File: src/rtl/rd_arb_sched.sv
// rd_arb_sched: round-robin arbiter sharing one wait-stated read port.
// Ports: clk, rst (async active-low), req[NREQ], ws in; gnt, cur_id, rd, ds, err, busy out.
module rd_arb_sched #(
    parameter int NREQ   = 4,
    parameter int IDW    = 2,
    parameter int TO_W   = 4,
    parameter int TO_MAX = 12
) (
    input  logic            clk,
    input  logic            rst,
    input  logic [NREQ-1:0] req,
    input  logic            ws,
    output logic [NREQ-1:0] gnt,
    output logic [IDW-1:0]  cur_id,
    output logic            rd,
    output logic            ds,
    output logic            err,
    output logic            busy
);

    typedef enum logic [1:0] {
        IDLE = 2'd0,
        READ = 2'd1,
        DLY  = 2'd2,
        DONE = 2'd3
    } state_t;

    state_t          state_q, state_d;
    logic [TO_W-1:0] wcnt_q, wcnt_d;
    logic [IDW-1:0]  last_q, last_d;
    logic [IDW-1:0]  cur_id_q, cur_id_d;
    logic            err_q, err_d;

    logic            found;
    logic [IDW-1:0]  win;

    // Scan upward from the requester after the last one served, wrapping,
    // so the most recently served requester ends up with lowest priority.
    always_comb begin
        found = 1'b0;
        win   = '0;
        for (int k = 1; k <= NREQ; k++) begin
            logic [IDW-1:0] idx;
            idx = IDW'((int'(last_q) + k) % NREQ);
            if (!found && req[idx]) begin
                found = 1'b1;
                win   = idx;
            end
        end
    end

    always_comb begin
        state_d  = state_q;
        wcnt_d   = wcnt_q;
        last_d   = last_q;
        cur_id_d = cur_id_q;
        err_d    = err_q;
        unique case (state_q)
            IDLE: begin
                if (found) begin
                    cur_id_d = win;
                    wcnt_d   = '0;
                    err_d    = 1'b0;
                    state_d  = READ;
                end
            end
            READ: state_d = DLY;
            DLY: begin
                if (!ws) begin
                    state_d = DONE;
                end else if (wcnt_q == TO_W'(TO_MAX - 1)) begin
                    err_d   = 1'b1;
                    state_d = DONE;
                end else begin
                    wcnt_d = wcnt_q + 1'b1;
                end
            end
            DONE: begin
                last_d  = cur_id_q;
                state_d = IDLE;
            end
            default: state_d = IDLE;
        endcase
    end

    always_ff @(posedge clk or negedge rst) begin
        if (!rst) begin
            state_q  <= IDLE;
            wcnt_q   <= '0;
            last_q   <= IDW'(NREQ - 1);
            cur_id_q <= '0;
            err_q    <= 1'b0;
        end else begin
            state_q  <= state_d;
            wcnt_q   <= wcnt_d;
            last_q   <= last_d;
            cur_id_q <= cur_id_d;
            err_q    <= err_d;
        end
    end

    // Outputs come only from registered state, so an async reset drops
    // them immediately and no input reaches an output combinationally.
    assign busy   = (state_q != IDLE);
    assign gnt    = busy ? (NREQ'(1) << cur_id_q) : '0;
    assign cur_id = cur_id_q;
    assign rd     = (state_q == READ) || (state_q == DLY);
    assign ds     = (state_q == DONE);
    assign err    = (state_q == DONE) && err_q;

endmodule
File: config.mk
export PLATFORM = sky130hd
export DESIGN_NAME = rd_arb_sched
export DESIGN_NICKNAME = d
export VERILOG_FILES = /design/src/rtl/rd_arb_sched.sv
export SDC_FILE = /design/constraint.sdc
export NUM_CORES = 1
export LEC_CHECK = 0
export ABC_AREA = 1
export CAP_MARGIN = 5
export CELL_PAD_IN_SITES_DETAIL_PLACEMENT = 0
export CELL_PAD_IN_SITES_GLOBAL_PLACEMENT = 2
export CORE_ASPECT_RATIO = 1.75
export CORE_MARGIN = 5
export CORE_UTILIZATION = 30
export DETAILED_ROUTE_END_ITERATION = 6
export DONT_BUFFER_PORTS = 1
export PLACE_DENSITY_LB_ADDON = 0.1
export REMOVE_ABC_BUFFERS = 1
export SETUP_SLACK_MARGIN = 0.4
export SYNTH_ARGS = -nofsm -noshare
export SYNTH_HDL_FRONTEND = slang
export SYNTH_SLANG_ARGS = --single-unit
File: constraint.sdc
create_clock -name clk -period 1.3 [get_ports clk]
set_input_delay 0.26 -clock clk [delete_from_list [all_inputs] [get_ports clk]]
set_output_delay 0.26 -clock clk [all_outputs]
set_load 0.005 [all_outputs]
======== Word level (Yosys, flattened, before mapping) ========
Cells that the tools add are included.
storage, ports and cells
  input bits .............................. 7
  memories kept ........................... 0
  memory bits (writable) .................. 0
  register bits ........................... 11
  latch bits .............................. 0
  logic and storage cells ................. 68
  memory bits (read-only) ................. 0
cells by class
  reductions and logical operators ........ 15
  $mul .................................... 0
  divide/modulo/power cells ............... 0
  $add $sub $neg .......................... 5
  magnitude comparators ................... 4
  mux-type cells .......................... 29
  shift operators ......................... 1
  eq/ne operators ......................... 9
  bitwise logic cells ..................... 0
operator list
  operator             count
  $mux 4               4
  $mux 2               7
  $lt 2x3->1 const B   4
  $mux 1               11
  $bmux 1 s2           4
  $ne 2x2->1 const B   4
  $pmux 2 s4           1
  $pmux 4 s2           1
  $reduce_and 4->1     2
  $add 2x1->2 const B  2
  $add 2x2->2 const B  2
  $add 4x1->4 const B  1
  $eq 2x2->1 const B   2
  $eq 4x4->1 const B   1
  $logic_and 1x1->1    4
  $reduce_and 2->1     2
  $reduce_bool 2->1    2
  $shl 1x2->4 const A  1
  $logic_not 1->1      3
  $ne 3x3->1 const B   1
  $eq 2x1->1 const B   1
  $logic_not 2->1      1
  $pmux 1 s2           1
  $logic_or 1x1->1     1

======== Logic depth before layout (Yosys ltp) ========
  word-level depth ........................ 15
  gate-level depth with buffers ........... 11

======== Worst setup path after synthesis ========
No wires, ideal clock.
  path type ............................... flip-flop to flip-flop
  start point ............................. register state_q[0]
  end point ............................... register wcnt_q[2]
  cell stages (with the launch flop) ...... 9
  period minus slack after synthesis ...... 1.471 ns
  required time ........................... 1.183 ns
  data arrival time ....................... 1.354 ns
  slack ................................... -0.171 ns
  path through ............................ dfrtp_1 > inv_1 > ha_1 > buf_2 > inv_1 > o21ai_1 > nand3_2 > nand2_1 > nand2_1
between the ends
  word-level cells in the longest chain between the ends .. 3
ends and longest elaborated chain
  element                                                                  RTL line  RTL
  start: declaration                                                       28        state_t state_q, state_d;
  start signal: assignment                                                 94        state_q <= state_d;
  $eq 2x2->1 / $logic_not 2->1 (equally long branches)                     58        unique case (state_q)
  $ne 2x2->1 (no source line) / $reduce_bool 2->1 (equally long branches)  n/a
  $reduce_and 4->1 (no source line)                                        n/a
  end signal: assignment                                                   95        wcnt_q <= wcnt_d;
  end: declaration                                                         29        logic [TO_W-1:0] wcnt_q, wcnt_d;
Parallel ways exist; a longest one is shown, timed or not.
A chain may end at the register's enable or synchronous reset.

======== Worst setup path after layout ========
  start point ............................. register last_q[0]
  end point ............................... register wcnt_q[0]
between the ends
  word-level cells in the longest chain between the ends .. 15
ends and longest elaborated chain
  element                              RTL line  RTL
  start: declaration                   30        logic [IDW-1:0] last_q, last_d;
  start signal: assignment             90        last_q <= IDW'(NREQ - 1);
  start signal: assignment             96        last_q <= last_d;
  $add 2x1->2                          44        idx = IDW'((int'(last_q) + k) % NREQ);
  $bmux 1 s2                           45        if (!found && req[idx]) begin
  $mux 1 (implied by the code)         45
  $mux 1                               45
  $logic_not 1->1                      45
  $logic_and 1x1->1                    45
  $mux 1                               45
  $logic_not 1->1                      45
  $logic_and 1x1->1                    45
  $mux 1                               45
  $logic_not 1->1                      45
  $logic_and 1x1->1                    45
  $mux 1 *                             45
  $ne 2x2->1 (no source line) *        n/a
  $reduce_and 4->1 (no source line) *  n/a
Every way passes the cells marked *; elsewhere a longest branch is shown, timed or not. The select of a mux whose other input is x is not followed.

==> impl_results.md <==
- Ant diodes: 0
- Final Util: 48.8%
- Area Growth Syn to Fin: 55.1%
- Post-synth ARST share: 100%
- First-pass GRT wire length: 4570 um
- DR iter-0 viols: 13
- GP Congestion: 0.829
- Number of cells produced by synthesis: 138
- Worst Setup End Kind: register
- Synthesized flop and latch total: 11
- Wire per inst: 13.5 um
- Pwr/cell area: 2650 mW/mm^2
- Hold Fails Final Rpt: 0
- Die area: 0.00433 sq mm
- Input/output buffers: 0
- Ports: 17
- CP Launch Type: register
- Pin count of the biggest net entering global routing: 12
- Ys flop type: dfrtp_1
- CTS tree: built
- Clk sinks: 11
- H-tree level count: 1
- VDD IR-drop max: 1.55 mV
- Fillers: 305
- Mapped Area: 922 sq um
- Failing checks: setup timing
- Vias: 1015
- Number of distinct library cells after synthesis: 25
- Critical path peak fanout: 6
- Area of the multi-input gates: 698 sq um
- Storage element area: 278 sq um
- Vias per cell: 4.98
- Fraction of layout cells with a size suffix above 1: 45.5%
- Fmax achieved: 628 MHz
- ANT nets after route: 0
- Leak: 0.756 nW
- # nets final: 189
- Final min period: 1.59 ns
- Sequential cell area fraction in the yosys report: 30.1%
- Max Cap Viol: 0
- Synth Area per Inst: 6.68 sq um
- Worst path required time: 1.42 ns
- Die Height: 83.3 um
- Slew @ Worst Pin: 0.584 ns
- Placed insts: 188
- Initial antenna violation count: 0
- Remaining Overflow, GRT: 0
- Rows: 26
- Fin crit share: 123%
- Final setup fails: 16
- Drt total wl: 2750 um
- CTS clock-pin slew for the worst setup and hold paths: 0.05 ns
- Worst-case clock buffer depth: 2
- Clock skew: 0.00564 ns
- RSZ-0062 raised after global routing: yes
- Setup TNS: -3.07 ns
- Die width: 51.9 um
- Root Driver: clkbuf_8
- Outcome: finished, violations left
- Worst Setup Slack, final: -0.293 ns
- Crit Path Class: reg2reg
- Syn. warnings: 0
- Final non-filler cell total: 204
- DRC Markers: 0
- Hold Crit Class: in2async
- Relative slew slack: 61.1%
- Clk Latency, worst-skew pair: 0.24 ns
- CP arrival: 1.71 ns
- Vias in the first global route: 993
- First-pass iteration count of the detailed router: 4
- Clock buffer count from CTS: 3
- EDFF count, synth: 0
- Total track usage: 13.9%
- Starting Density: 31.5%
- Final Slew Violations: 0
- Core area: 0.00293 sq mm
- Detailed-placement wirelength estimate: 2120 um
==> per-layer routing <==
layer | GRT usage, % | share of wire (%)
met2 | 27.6 | 61
met1 | 13.6 | 35
met5 | 0 | 0
met3 | 1.97 | 2.3
met4 | 4.30 | 1.2
==> placed cells by master (no fill, tap or decap), types with 2 or more instances in the layout <==
| master | netlist | final |
|---|---|---|
| dfstp_2 | 2 | 2 |
| ha_1 | 5 | 3 |
| clkbuf_8 | 0 | 3 |
| inv_2 | 4 | 6 |
| inv_4 | 0 | 2 |
| nand2_4 | 1 | 2 |
| inv_1 | 16 | 12 |
| nand2_2 | 7 | 16 |
| a21oi_1 | 2 | 2 |
| ha_4 | 0 | 2 |
| nand4_1 | 7 | 7 |
| nand3_2 | 1 | 2 |
| nand2_1 | 53 | 43 |
| o21ai_2 | 0 | 3 |
| nor3_4 | 0 | 4 |
| buf_4 | 0 | 29 |
| nor2_1 | 4 | 4 |
| nand3_1 | 10 | 8 |
| dfrtp_1 | 9 | 9 |
| buf_6 | 0 | 4 |
==> final timing paths <==
check                           from        end  slack, ns  cells after the start
setup / recovery           last_q[0]  wcnt_q[0]      -0.29                      8
hold / removal                   rst      err_q       0.09                      1
setup reg to reg           last_q[0]  wcnt_q[0]      -0.29                      8
hold reg to reg                err_q      err_q       0.51                      2
max in group asynchronous        rst  cur_id[1]       0.83                      1
min in group clk                  ws      err_q       0.18                      2
==> through the flow <==
stage	area, sq um	total power [mW]	hold WS, ns	setup slack, ns
2_1_floorplan	913	1.86	-0.0356	-0.201
3_3_place_gp	1130	2.65	-0.0351	-0.294
3_5_place_dp	1130	2.67	-0.0352	-0.306
4_1_cts	1390	3.70	0.176	-0.251
5_1_grt	1430	4.10	0.127	-0.384
6_report	1430	3.78	0.0854	-0.293
==> cell usage after synthesis, types with 2 or more instances <==
library cell,number,area [sq um]
a21oi_1,2,10.0
dfrtp_1,9,225
dfstp_2,2,52.6
ha_1,5,62.6
inv_1,16,60.1
inv_2,4,15.0
nand2_1,53,199
nand2_2,7,43.8
nand3_1,10,50.1
nand4_1,7,43.8
nor2_1,4,15.0
nor3_1,4,20.0
o21ai_0,3,15.0
==> kinds of logic after synthesis <==
group / synth area share (%)
AOI/OAI and AO/OA: 4.07
buffers and inverters: 9.50
and+or+nand+nor: 48.6
xor gates and xnor gates: 0.950
adders and majority gates: 6.78
DFF: 30.1
==> sequential cells by signal, summed over array words and instances, names as in the netlist <==
signal   flops
state_q      2
err_q        1
wcnt_q       4
cur_id       2
last_q       2
==> timing repair <==
action,4_1_cts,5_1_grt
setup buffers,8,2
hold buffers,1,0
endpoints found under the hold margin,11,0
setup endpoints to repair,21,32
pin swaps,8,4
gates cloned,1,0
resized for setup,36,8
==> layout make-up <==
type,count,area share [%]
Sequential cell,11,19.4
Tap cell,28,2.45
Inverter,21,5.86
Clock buffer,4,3.15
Multi-Input combinational cell,105,48.8
Timing Repair Buffer,35,20.3
==> worst max-delay path, cell delays in order (launching register included) <==
cell	delay, ns
dfstp_2	0.59
buf_4	0.13
nand2_1	0.05
nand2_2	0.09
nand2_1	0.07
nand2_2	0.16
nand4_4	0.18
nand4_1	0.13
nand2_1	0.06
==> report_power, final <==
| part | switching (mW) | internal, mW |
|---|---|---|
| Sequential | 0.161 | 0.499 |
| Combinational | 1.49 | 1.29 |
| Clock | 0.131 | 0.215 |
Note: power is estimated with default switching activity, not from simulation.
